File: config.mk
export PLATFORM = sky130hd
export DESIGN_NAME = traffic_light_controller
export DESIGN_NICKNAME = d
export VERILOG_FILES = /design/src/rtl/traffic_light_controller_pkg.sv /design/src/rtl/traffic_light_controller_dwell_timer.sv /design/src/rtl/traffic_light_controller.sv
export SDC_FILE = /design/constraint.sdc
export NUM_CORES = 1
export LEC_CHECK = 0
export ABC_AREA = 1
export CORE_ASPECT_RATIO = 1.2
export CORE_MARGIN = 2
export CORE_UTILIZATION = 46
export DETAILED_ROUTE_END_ITERATION = 12
export GPL_TIMING_DRIVEN = 1
export PLACE_DENSITY = 0.68
export SLEW_MARGIN = 10
export SYNTH_ARGS = -nofsm -noshare
export SYNTH_HDL_FRONTEND = slang
export SYNTH_HIERARCHICAL = 1
export SYNTH_SLANG_ARGS = --single-unit
File: constraint.sdc
create_clock -name clk -period 1.8 [get_ports clk]
set_clock_uncertainty 0.2 [all_clocks]
set_input_delay 0.36 -clock clk [delete_from_list [all_inputs] [get_ports clk]]
set_output_delay 0.36 -clock clk [all_outputs]
set_load 0.02 [all_outputs]
File: src/rtl/traffic_light_controller_pkg.sv
// Shared definitions for the highway/farm-road intersection controller:
// phase encodings and one-hot lamp patterns {red,yellow,green}.
package traffic_light_controller_pkg;

  typedef enum logic [1:0] {
    HG = 2'd0,
    HY = 2'd1,
    FG = 2'd2,
    FY = 2'd3
  } phase_t;

  localparam logic [2:0] RED = 3'b100;
  localparam logic [2:0] YEL = 3'b010;
  localparam logic [2:0] GRN = 3'b001;

endpackage

File: src/rtl/traffic_light_controller_dwell_timer.sv
// Dwell counter: counts tick edges spent in the current phase, clears on a
// phase change and saturates at SAT so a long highway green never wraps.
module dwell_timer #(
  parameter int CNT_W = 8,
  parameter int SAT   = 9
) (
  input  logic             clk,
  input  logic             reset,
  input  logic             tick,
  input  logic             clear,
  output logic [CNT_W-1:0] cnt
);

  localparam logic [CNT_W-1:0] SAT_V = CNT_W'(SAT);
  localparam logic [CNT_W-1:0] ONE   = CNT_W'(1);

  always_ff @(posedge clk or posedge reset) begin
    if (reset) begin
      cnt <= '0;
    end else if (tick) begin
      if (clear) begin
        cnt <= '0;
      end else if (cnt != SAT_V) begin
        cnt <= cnt + ONE;
      end
    end
  end

endmodule

File: src/rtl/traffic_light_controller.sv
// Four-phase Moore controller for a highway/farm-road intersection. State and
// dwell counter advance only on tick edges; lamps decode from the state alone.
module traffic_light_controller
  import traffic_light_controller_pkg::*;
#(
  parameter int LONG_CYCLES  = 10,
  parameter int SHORT_CYCLES = 3,
  parameter int CNT_W        = 8
) (
  input  logic       clk,
  input  logic       reset,
  input  logic       tick,
  input  logic       car,
  output logic [2:0] hwy_light,
  output logic [2:0] farm_light,
  output logic [1:0] phase
);

  localparam logic [CNT_W-1:0] LONG_LAST  = CNT_W'(LONG_CYCLES - 1);
  localparam logic [CNT_W-1:0] SHORT_LAST = CNT_W'(SHORT_CYCLES - 1);

  phase_t           state;
  phase_t           state_next;
  phase_t           succ;
  logic             exit_phase;
  logic [CNT_W-1:0] cnt;

  dwell_timer #(
    .CNT_W (CNT_W),
    .SAT   (LONG_CYCLES - 1)
  ) u_timer (
    .clk   (clk),
    .reset (reset),
    .tick  (tick),
    .clear (exit_phase),
    .cnt   (cnt)
  );

  always_ff @(posedge clk or posedge reset) begin
    if (reset) begin
      state <= HG;
    end else begin
      state <= state_next;
    end
  end

  // exit_phase is a pure condition; the tick gating is applied both here and
  // inside the timer, so tick=0 edges freeze everything regardless of car.
  always_comb begin
    exit_phase = 1'b0;
    succ       = HG;
    hwy_light  = RED;
    farm_light = RED;
    case (state)
      HG: begin
        hwy_light  = GRN;
        exit_phase = car && (cnt == LONG_LAST);
        succ       = HY;
      end
      HY: begin
        hwy_light  = YEL;
        exit_phase = (cnt == SHORT_LAST);
        succ       = FG;
      end
      FG: begin
        farm_light = GRN;
        exit_phase = !car || (cnt == LONG_LAST);
        succ       = FY;
      end
      FY: begin
        farm_light = YEL;
        exit_phase = (cnt == SHORT_LAST);
        succ       = HG;
      end
      default: begin
        exit_phase = 1'b1;
        succ       = HG;
      end
    endcase
    state_next = (tick && exit_phase) ? succ : state;
  end

  assign phase = state;

endmodule

==> results of run 1 <==
## power by group through the flow
stage               combinational [mW]  clock (mW)  sequential [mW]
detailed placement                1.14           0            0.355
global route                      1.44       0.216            0.373
floorplan                        0.616           0            0.407
finish                            1.33       0.201            0.363
CTS                               1.19       0.205            0.354
global placement                  1.13           0            0.350
## flip-flops by register name (all words and copies together) (netlist names)
register	count
u_timer/cnt	8
phase	2
## cell usage after synthesis (all sizes together)
cell	instances	area, µm²
o21bai	3	22.5
xor2	1	8.76
or2	1	6.26
inv	23	86.3
nand2	41	166
ha	8	100
nand4	2	12.5
nand3	15	80.1
nor2	19	83.8
o21ai	4	31.3
nor3	1	5.00
dfrtp	10	250
a21boi	1	7.51
## cells by family after synthesis
group                    Yosys count
XOR/XNOR                           1
adder cells (fa/ha/maj)            8
flip-flops                        10
AND/OR/NAND/NOR                   79
buffers and inverters             23
AO/OA/AOI/OAI                      8
## worst register-to-register path, delay by kind of cell, from the launching register on
family / cells / cell delay, ns
adders and majority gates: 1 / 0.14
buffers and inverters: 2 / 0.12
and+or+nand+nor: 10 / 0.88
AOI/OAI and AO/OA: 1 / 0.14
DFF: 1 / 0.46
## layout by cell type (no fill, tap or decap), types with 2 or more instances in the layout
cell,Yosys,routed
sky130_fd_sc_hd__buf_4,0,22
sky130_fd_sc_hd__buf_6,0,3
sky130_fd_sc_hd__inv_1,23,19
sky130_fd_sc_hd__nor2_4,1,3
sky130_fd_sc_hd__nand3_2,1,4
sky130_fd_sc_hd__dfrtp_2,0,2
sky130_fd_sc_hd__dfrtp_1,10,8
sky130_fd_sc_hd__clkdlybuf4s50_1,0,3
sky130_fd_sc_hd__inv_2,0,3
sky130_fd_sc_hd__o21bai_1,3,3
sky130_fd_sc_hd__nand2_2,5,4
sky130_fd_sc_hd__ha_4,0,3
sky130_fd_sc_hd__nand2_4,0,2
sky130_fd_sc_hd__nand3_1,14,11
sky130_fd_sc_hd__clkbuf_4,0,3
sky130_fd_sc_hd__nand4_1,2,2
sky130_fd_sc_hd__o21ai_1,1,3
sky130_fd_sc_hd__nor2_1,16,15
sky130_fd_sc_hd__ha_2,0,2
sky130_fd_sc_hd__o21ai_4,1,2
sky130_fd_sc_hd__ha_1,8,3
sky130_fd_sc_hd__nand2_1,36,35
## cell type report
type,count,area [µm²],share of cell area
clock buffers,4,36.3,0.0284
inverters,23,88.8,0.0696
multi-input cells,97,627,0.491
flip-flops and latches,10,253,0.198
well taps,19,23.8,0.0186
repair buffers,31,248,0.194
## layer usage
layer	global-route usage	part of all wire	vias up
met5	0	0	-
met4	0.101	0.015	0
met3	0.0424	0.037	4
met2	0.443	0.55	23
met1	0.223	0.39	429
li1	-	-	473
## through the flow
step           setup WS, ns   util  hold WS [ns]
2_1_floorplan        -0.183      -       -0.0988
5_1_grt              -0.353  0.706        0.0823
4_1_cts              -0.175  0.673        0.0698
3_5_place_dp         -0.216  0.631         0.350
3_3_place_gp         -0.190  0.631         0.356
6_report             -0.192  0.706        0.0713
## worst max-delay path by stage
stage	endpoint	slack, ns
after global placement	farm_light[2]	-0.19
after detailed placement	farm_light[2]	-0.22
after CTS	u_timer/cnt[7]	-0.17
final	u_timer/cnt[6]	-0.19
after floorplan	u_timer/cnt[0]	-0.18
after global routing	u_timer/cnt[5]	-0.35
## repair_timing
item,4_1_cts,5_1_grt
gates resized for setup,32,21
pin swaps,11,11
hold buffers,0,0
endpoints found under the setup margin,16,14
setup buffers,4,4
gates cloned,1,0
==> impl_summary.txt, run 1 <==
----------------------------------------------------
[Die]
  Die outline area ... about 2200 µm²
  Die W ... 43.5 µm
  Standard-cell row count ... 17
  Effective utilization at floorplan ... 0.476
  Core region area ... 1810 µm²
  Die boundary height ... roughly 51 µm
  Count of boundary I/O pins ... 12

[Synthesis]
  Synth unique cells ... 19
  Area of the mapped netlist ... 861 µm²
  Compound-Gate Fraction of Synth Area ... 0.0712
  Cell count after synthesis ... between 100 and 150
  Dominant combinational cell family by area after synthesis ... simple AND/OR/NAND/NOR gates
  Synthesized netlist net count ... 141
  Share of synthesized area spent on multiplexers ... 0
  Share of the yosys chip area belonging to registers ... 0.291
  Warnings from Yosys ... 6
  Synth Area in XOR/XNOR ... 0.0102
  Mapped Avg Cell Area ... around 6.7 µm²
  Adder-cell area share of the yosys netlist ... 0.116
  Post-synthesis share of cell area spent on and, or, nand and nor gates ... 0.411
  Flop and latch count out of synthesis ... 10

[CTS]
  Clock network latency to the later pin of the worst-skew pair ... between 0.2 and 0.3 ns
  TritonCTS clock tree ... built
  Max Root-Sink Buffers ... 2
  Number of levels the H-tree was split into ... 1
  Clock tree root driver cell ... sky130_fd_sc_hd__clkbuf_4
  # clock sinks ... 10
  Clock slew at reported path FFs ... 0.07 ns
  Number of buffers inserted during clock tree synthesis ... 3

[Pwr]
  Share of power burned in registers ... 0.192
  Worst ir drop on vdd ... 688 µV
  Cell area power density ... 1490 nW/µm²
  Switching power as a share of total power ... 0.467
  Combinational cell fraction of total power ... 0.702
  Total leakage power ... roughly 0.66 nW
  P_sw ... 885 µW
  Total internal power ... 1.01 mW
  Power share of the clock group ... 0.106
  Total power of the final layout ... 1.90 mW

[Worst setup path]
  Signal arrival time at the worst endpoint ... around 2.0 ns
  CP Launch Type ... flop
  Register-to-Register Setup Slack ... -0.19 ns
  Instance count on the critical path ... 14
  Destination of the worst register-to-register timing path ... u_timer/cnt[6]
  Setup CP Type ... reg2reg
  Worst r2r path cells ... 14
  Biggest cell delay along the critical path ... 0.46 ns
  Crit path buffers/inverters ... 2
  Required time worst endpoint ... between 1.5 and 2 ns
  Most used cell, CP ... sky130_fd_sc_hd__nor2_1
  Startpoint of the most critical setup path ... phase[1]
  Cells traversed along the worst timing path ... inv_4 -> ha_4 -> inv_2 -> nand2_2 -> nand3_2 -> nor2_1 -> nor2_1 -> a21boi_2 -> nor2_1 -> nand2_2 -> nor2_4 -> nor2_4 -> nand3_2 -> nand2_1
  Nature of the critical path endpoint ... flop
  CP max FO ... 7
  Startpoint of the worst-slack reg-to-reg timing path ... phase[1]
  Worst path slowest cell ... sky130_fd_sc_hd__dfrtp_2
  Cell family with most CP delay ... simple AND/OR/NAND/NOR gates

[Drt]
  Ratio of routed vias to standard cells ... 5.05
  Drt first-iter violations ... 20
  Final wirelength ... 2170 µm
  Detailed Routing Iterations Pass 1 ... 4
  Routed wire per std cell ... 11.8 µm
  Routed via count ... 929
  Post-route antenna net violation count ... 0
  Post-detailed-route DRC marker count ... 0

[STA]
  Total of endpoints with negative setup slack in the final report ... 11
  Transition time of the tightest slew-check pin ... between 0.3 and 0.4 ns
  Peak clock frequency supported by timing ... 502 MHz
  Slew headroom ... 0.785
  Number of slew-limit violations in the final report ... 0
  Post-route clock period utilization ... 1.11
  Minimum setup slack in the final design ... -0.192 ns
  Post-route setup TNS ... -1.53 ns
  Time the worst path needs with I/O delays and setup ... 1.99 ns
  Hold violation count in the final report ... 0
  RSZ-0062 raised after global routing ... true

[Placed design]
  HPWL after DPL ... 1620 µm
  Placed Area ... roughly 1100 µm²
  Global placer's final weighted congestion ... 0.809
  Count of placed standard cells including taps ... between 150 and 200
  Port-buffer cells ... 11

[Finish]
  Number of antenna diodes ... 0
  Final nets ... between 150 and 200
  Layout filler cell count ... 152
  Share of layout cells above drive strength 1 ... 0.364
  Final instance area ... 1280 µm²
  Area added between synthesis and finish ... 48.3%
  Count of non-filler cells in the finished layout ... 184

[Global routing]
  Wire length of the first global-routing pass ... between 3000 and 4000 µm
  Total congestion overflow after global routing ... 0
  Vias in the first global route ... between 900 and 1k
  Antenna violations before repair ... 0
  Largest net degree at the start of global routing ... 9
  Tot GR Track Use ... 0.227

[Run status]
  Violated checks ... negative setup slack
  Run status ... finished with violations

[Flow run]
  Max cap viols ... 0

[Min path]
  Type of the most critical hold path ... in2async

----------------------------------------------------
(Power assumes the default switching activity.)
==> run 2, diff against run 1 <==
SETUP_SLACK_MARGIN = 0.5   (was not set)
==> run 2 against run 1 <==
  * The run still ends with negative setup slack left
  * Fmax shrank 1.2%
  * Via count rose by 3.2%
  * Sequential share of layout area decreased by 1.4 points
  * Die area unchanged
  * First-iteration DRC count shrank 40%
  * Routed wire length up 13%
  * Register-to-register slack worse by 0.02 ns
  * Sequential cell count unchanged
  * Cell count increased by 3.3%
==> impl_summary.txt, run 2 (synthesis gave the netlist of run 1 again) <==
----------------------------------------------------
[Finish]
  Top reg by flops ... u_timer/cnt (unchanged)
  Number of antenna diodes ... 0 (unchanged)
  Number of flip-flops under the largest register name ... 8 (unchanged)
  Area added between synthesis and finish ... 59.7% (was 48.3%)
  Count of non-filler cells in the finished layout ... 190 (was 184)
  Post-route core utilization ... 0.761 (was 0.706)
  Share of layout cells above drive strength 1 ... 0.409 (was 0.364)
  Final instance area ... 1380 µm² (was 1280 µm²)
  Final nets ... 184 (was 178)
  Highest-count cells in the layout ignoring fill and taps ... sky130_fd_sc_hd__nand2_1, sky130_fd_sc_hd__buf_4, sky130_fd_sc_hd__inv_1, sky130_fd_sc_hd__nor2_1 (was sky130_fd_sc_hd__nand2_1, sky130_fd_sc_hd__buf_4, sky130_fd_sc_hd__inv_1, sky130_fd_sc_hd__nor2_1, sky130_fd_sc_hd__nand3_1)
  Most common cell after layout, fill and taps aside ... sky130_fd_sc_hd__nand2_1 (unchanged)

[Global routing]
  Tot GR Track Use ... 0.239 (was 0.227)
  Wire length of the first global-routing pass ... 3950 µm (was 3730 µm)
  Largest net degree at the start of global routing ... 9 (unchanged)
  Antenna violations before repair ... 0 (unchanged)
  Total congestion overflow after global routing ... 0 (unchanged)
  Vias in the first global route ... 952 (was 918)

[Placed design]
  Port-buffer cells ... 11 (unchanged)
  Count of placed standard cells including taps ... 175 (unchanged)
  Global placer's final weighted congestion ... 0.809 (unchanged)
  Post-Place Worst Slack ... -0.218 ns (was -0.216 ns)
  Placed Area ... 1140 µm² (unchanged)
  HPWL after DPL ... 1620 µm (about the same)

[Drt]
  Length of routed met2 wiring ... 1460 µm (was 1200 µm)
  Post-detailed-route DRC marker count ... 0 (unchanged)
  Uppermost metal layer occupied by signal nets ... met4 (unchanged)
  Final wirelength ... 2450 µm (was 2170 µm)
  Detailed Routing Iterations Pass 1 ... 4 (unchanged)
  Post-route antenna net violation count ... 0 (unchanged)
  Routed wire per std cell ... 12.9 µm (was 11.8 µm)
  Ratio of routed vias to standard cells ... 5.05 (about the same)
  Wire length on met3 ... 80 µm (was 81 µm)
  Total routed wire length on the met1 layer ... 894 µm (was 854 µm)
  Drt first-iter violations ... 12 (was 20)
  Routed via count ... 959 (was 929)

[Pwr]
  Cell area power density ... 1560 nW/µm² (was 1490 nW/µm²)
  Worst ir drop on vdd ... 841 µV (was 688 µV)
  Total leakage power ... 0.694 nW (was 0.657 nW)
  Total power of the final layout ... 2.15 mW (was 1.90 mW)

[Worst setup path]
  CP max FO ... 7 (unchanged)
  Nature of the critical path endpoint ... flop (unchanged)
  Cells traversed along the worst timing path ... inv_4 -> ha_4 -> inv_2 -> nand2_2 -> nand3_2 -> nor2_1 -> nor2_1 -> a21boi_2 -> nor2_2 -> nand2_2 -> nor2_4 -> nor2_4 -> nand3_2 -> nand2_1 (was inv_4 -> ha_4 -> inv_2 -> nand2_2 -> nand3_2 -> nor2_1 -> nor2_1 -> a21boi_2 -> nor2_1 -> nand2_2 -> nor2_4 -> nor2_4 -> nand3_2 -> nand2_1)
  Cell family with most CP delay ... simple AND/OR/NAND/NOR gates (unchanged)
  Biggest cell delay along the critical path ... 0.46 ns (about the same)
  CP Launch Type ... flop (unchanged)
  Crit path buffers/inverters ... 2 (unchanged)
  Worst path slowest cell ... sky130_fd_sc_hd__dfrtp_2 (unchanged)
  Setup CP Type ... reg2reg (unchanged)
  Required time worst endpoint ... 1.80 ns (about the same)
  Signal arrival time at the worst endpoint ... 2.02 ns (was 2.00 ns)

[Die]
  Core region area ... 1810 µm² (unchanged)
  Effective utilization at floorplan ... 0.476 (unchanged)
  Count of boundary I/O pins ... 12 (unchanged)
  Die W ... 43.5 µm (unchanged)
  Standard-cell row count ... 17 (unchanged)
  Die boundary height ... 51.4 µm (unchanged)
  Die outline area ... 2230 µm² (unchanged)

[STA]
  Worst hold margin ... 0.0800 ns (was 0.0713 ns)
  Time the worst path needs with I/O delays and setup ... 2.02 ns (was 1.99 ns)
  Slew headroom ... 0.780 (was 0.785)
  Peak clock frequency supported by timing ... 496 MHz (was 502 MHz)
  Total of endpoints with negative setup slack in the final report ... 14 (was 11)
  Post-route setup TNS ... -2.01 ns (was -1.53 ns)
  Minimum setup slack in the final design ... -0.216 ns (was -0.192 ns)
  Post-route clock period utilization ... 1.12 (was 1.11)
  Transition time of the tightest slew-check pin ... 0.330 ns (was 0.321 ns)
  Number of slew-limit violations in the final report ... 0 (unchanged)
  RSZ-0062 raised after global routing ... true (unchanged)
  Hold violation count in the final report ... 0 (unchanged)

[Flow run]
  Max cap viols ... 0 (unchanged)

[CTS]
  Max Root-Sink Buffers ... 2 (unchanged)
  Clock network latency to the later pin of the worst-skew pair ... 0.26 ns (about the same)
  TritonCTS clock tree ... built (unchanged)
  Number of levels the H-tree was split into ... 1 (unchanged)
  # clock sinks ... 10 (unchanged)
  Clock tree root driver cell ... sky130_fd_sc_hd__clkbuf_4 (unchanged)
  Number of buffers inserted during clock tree synthesis ... 3 (unchanged)
  CTS Hold Buffers Added ... 0 (unchanged)
  Clock slew at reported path FFs ... 0.07 ns (about the same)

[Run status]
  Run status ... finished with violations (unchanged)
  Violated checks ... negative setup slack (unchanged)

[Min path]
  Type of the most critical hold path ... in2async (unchanged)

----------------------------------------------------
[run 2: changes by cell type in the layout (fill, tap and decap cells not counted), sizes merged]
cell,before,now
clkbuf,5,4
dlygate4sd2,1,0
buf,26,34
[run 2: path summary, 6_finish.rpt]
kind / endpoint / start / slack [ns] / cells after the start
max in group asynchronous: u_timer/cnt[7] / reset / 0.97 / 2
min in group clk: u_timer/cnt[7] / u_timer/cnt[7] / 0.42 / 3
max reg2reg: u_timer/cnt[3] / phase[1] / -0.22 / 14
max: u_timer/cnt[3] / phase[1] / -0.22 / 14
min reg2reg: u_timer/cnt[7] / u_timer/cnt[7] / 0.42 / 3
min: phase[1] / reset / 0.08 / 2
[run 2: worst register-to-register path, delay by kind of cell (launching register included)]
| kind | cells | cell delay [ns] |
|---|---|---|
| AOI/OAI and AO/OA | 1 | 0.15 |
| DFF | 1 | 0.46 |
| buffers and inverters | 2 | 0.12 |
| adders and majority gates | 1 | 0.13 |
| and+or+nand+nor | 10 | 0.89 |
[run 2: report_power, final]
group          internal, mW  total, mW  switching [mW]
combinational         0.766       1.58           0.814
sequential            0.290      0.368          0.0781
clock                 0.123      0.200          0.0777
total                  1.18       2.15           0.970
[run 2: routing by layer]
metal  global-route usage  vias up
met4               0.0758        0
li1                     -      482
met1                0.245      458
met2                0.463       17
met5                    0        -
met3               0.0530        2
[run 2: cell type report]
cell class / count / area, µm²
Multi-Input combinational cell: 97 / 644
Fill cell: 130 / 433
Timing Repair Buffer: 37 / 327
Sequential cell: 10 / 253
Inverter: 23 / 91.3
Clock buffer: 4 / 36.3
Tap cell: 19 / 23.8
[run 2: timing repair]
item,4_1_cts,5_1_grt
gates resized for setup,49,24
pin swaps,1,14
setup endpoints to repair,18,18
setup buffers,4,6
cloned,1,0
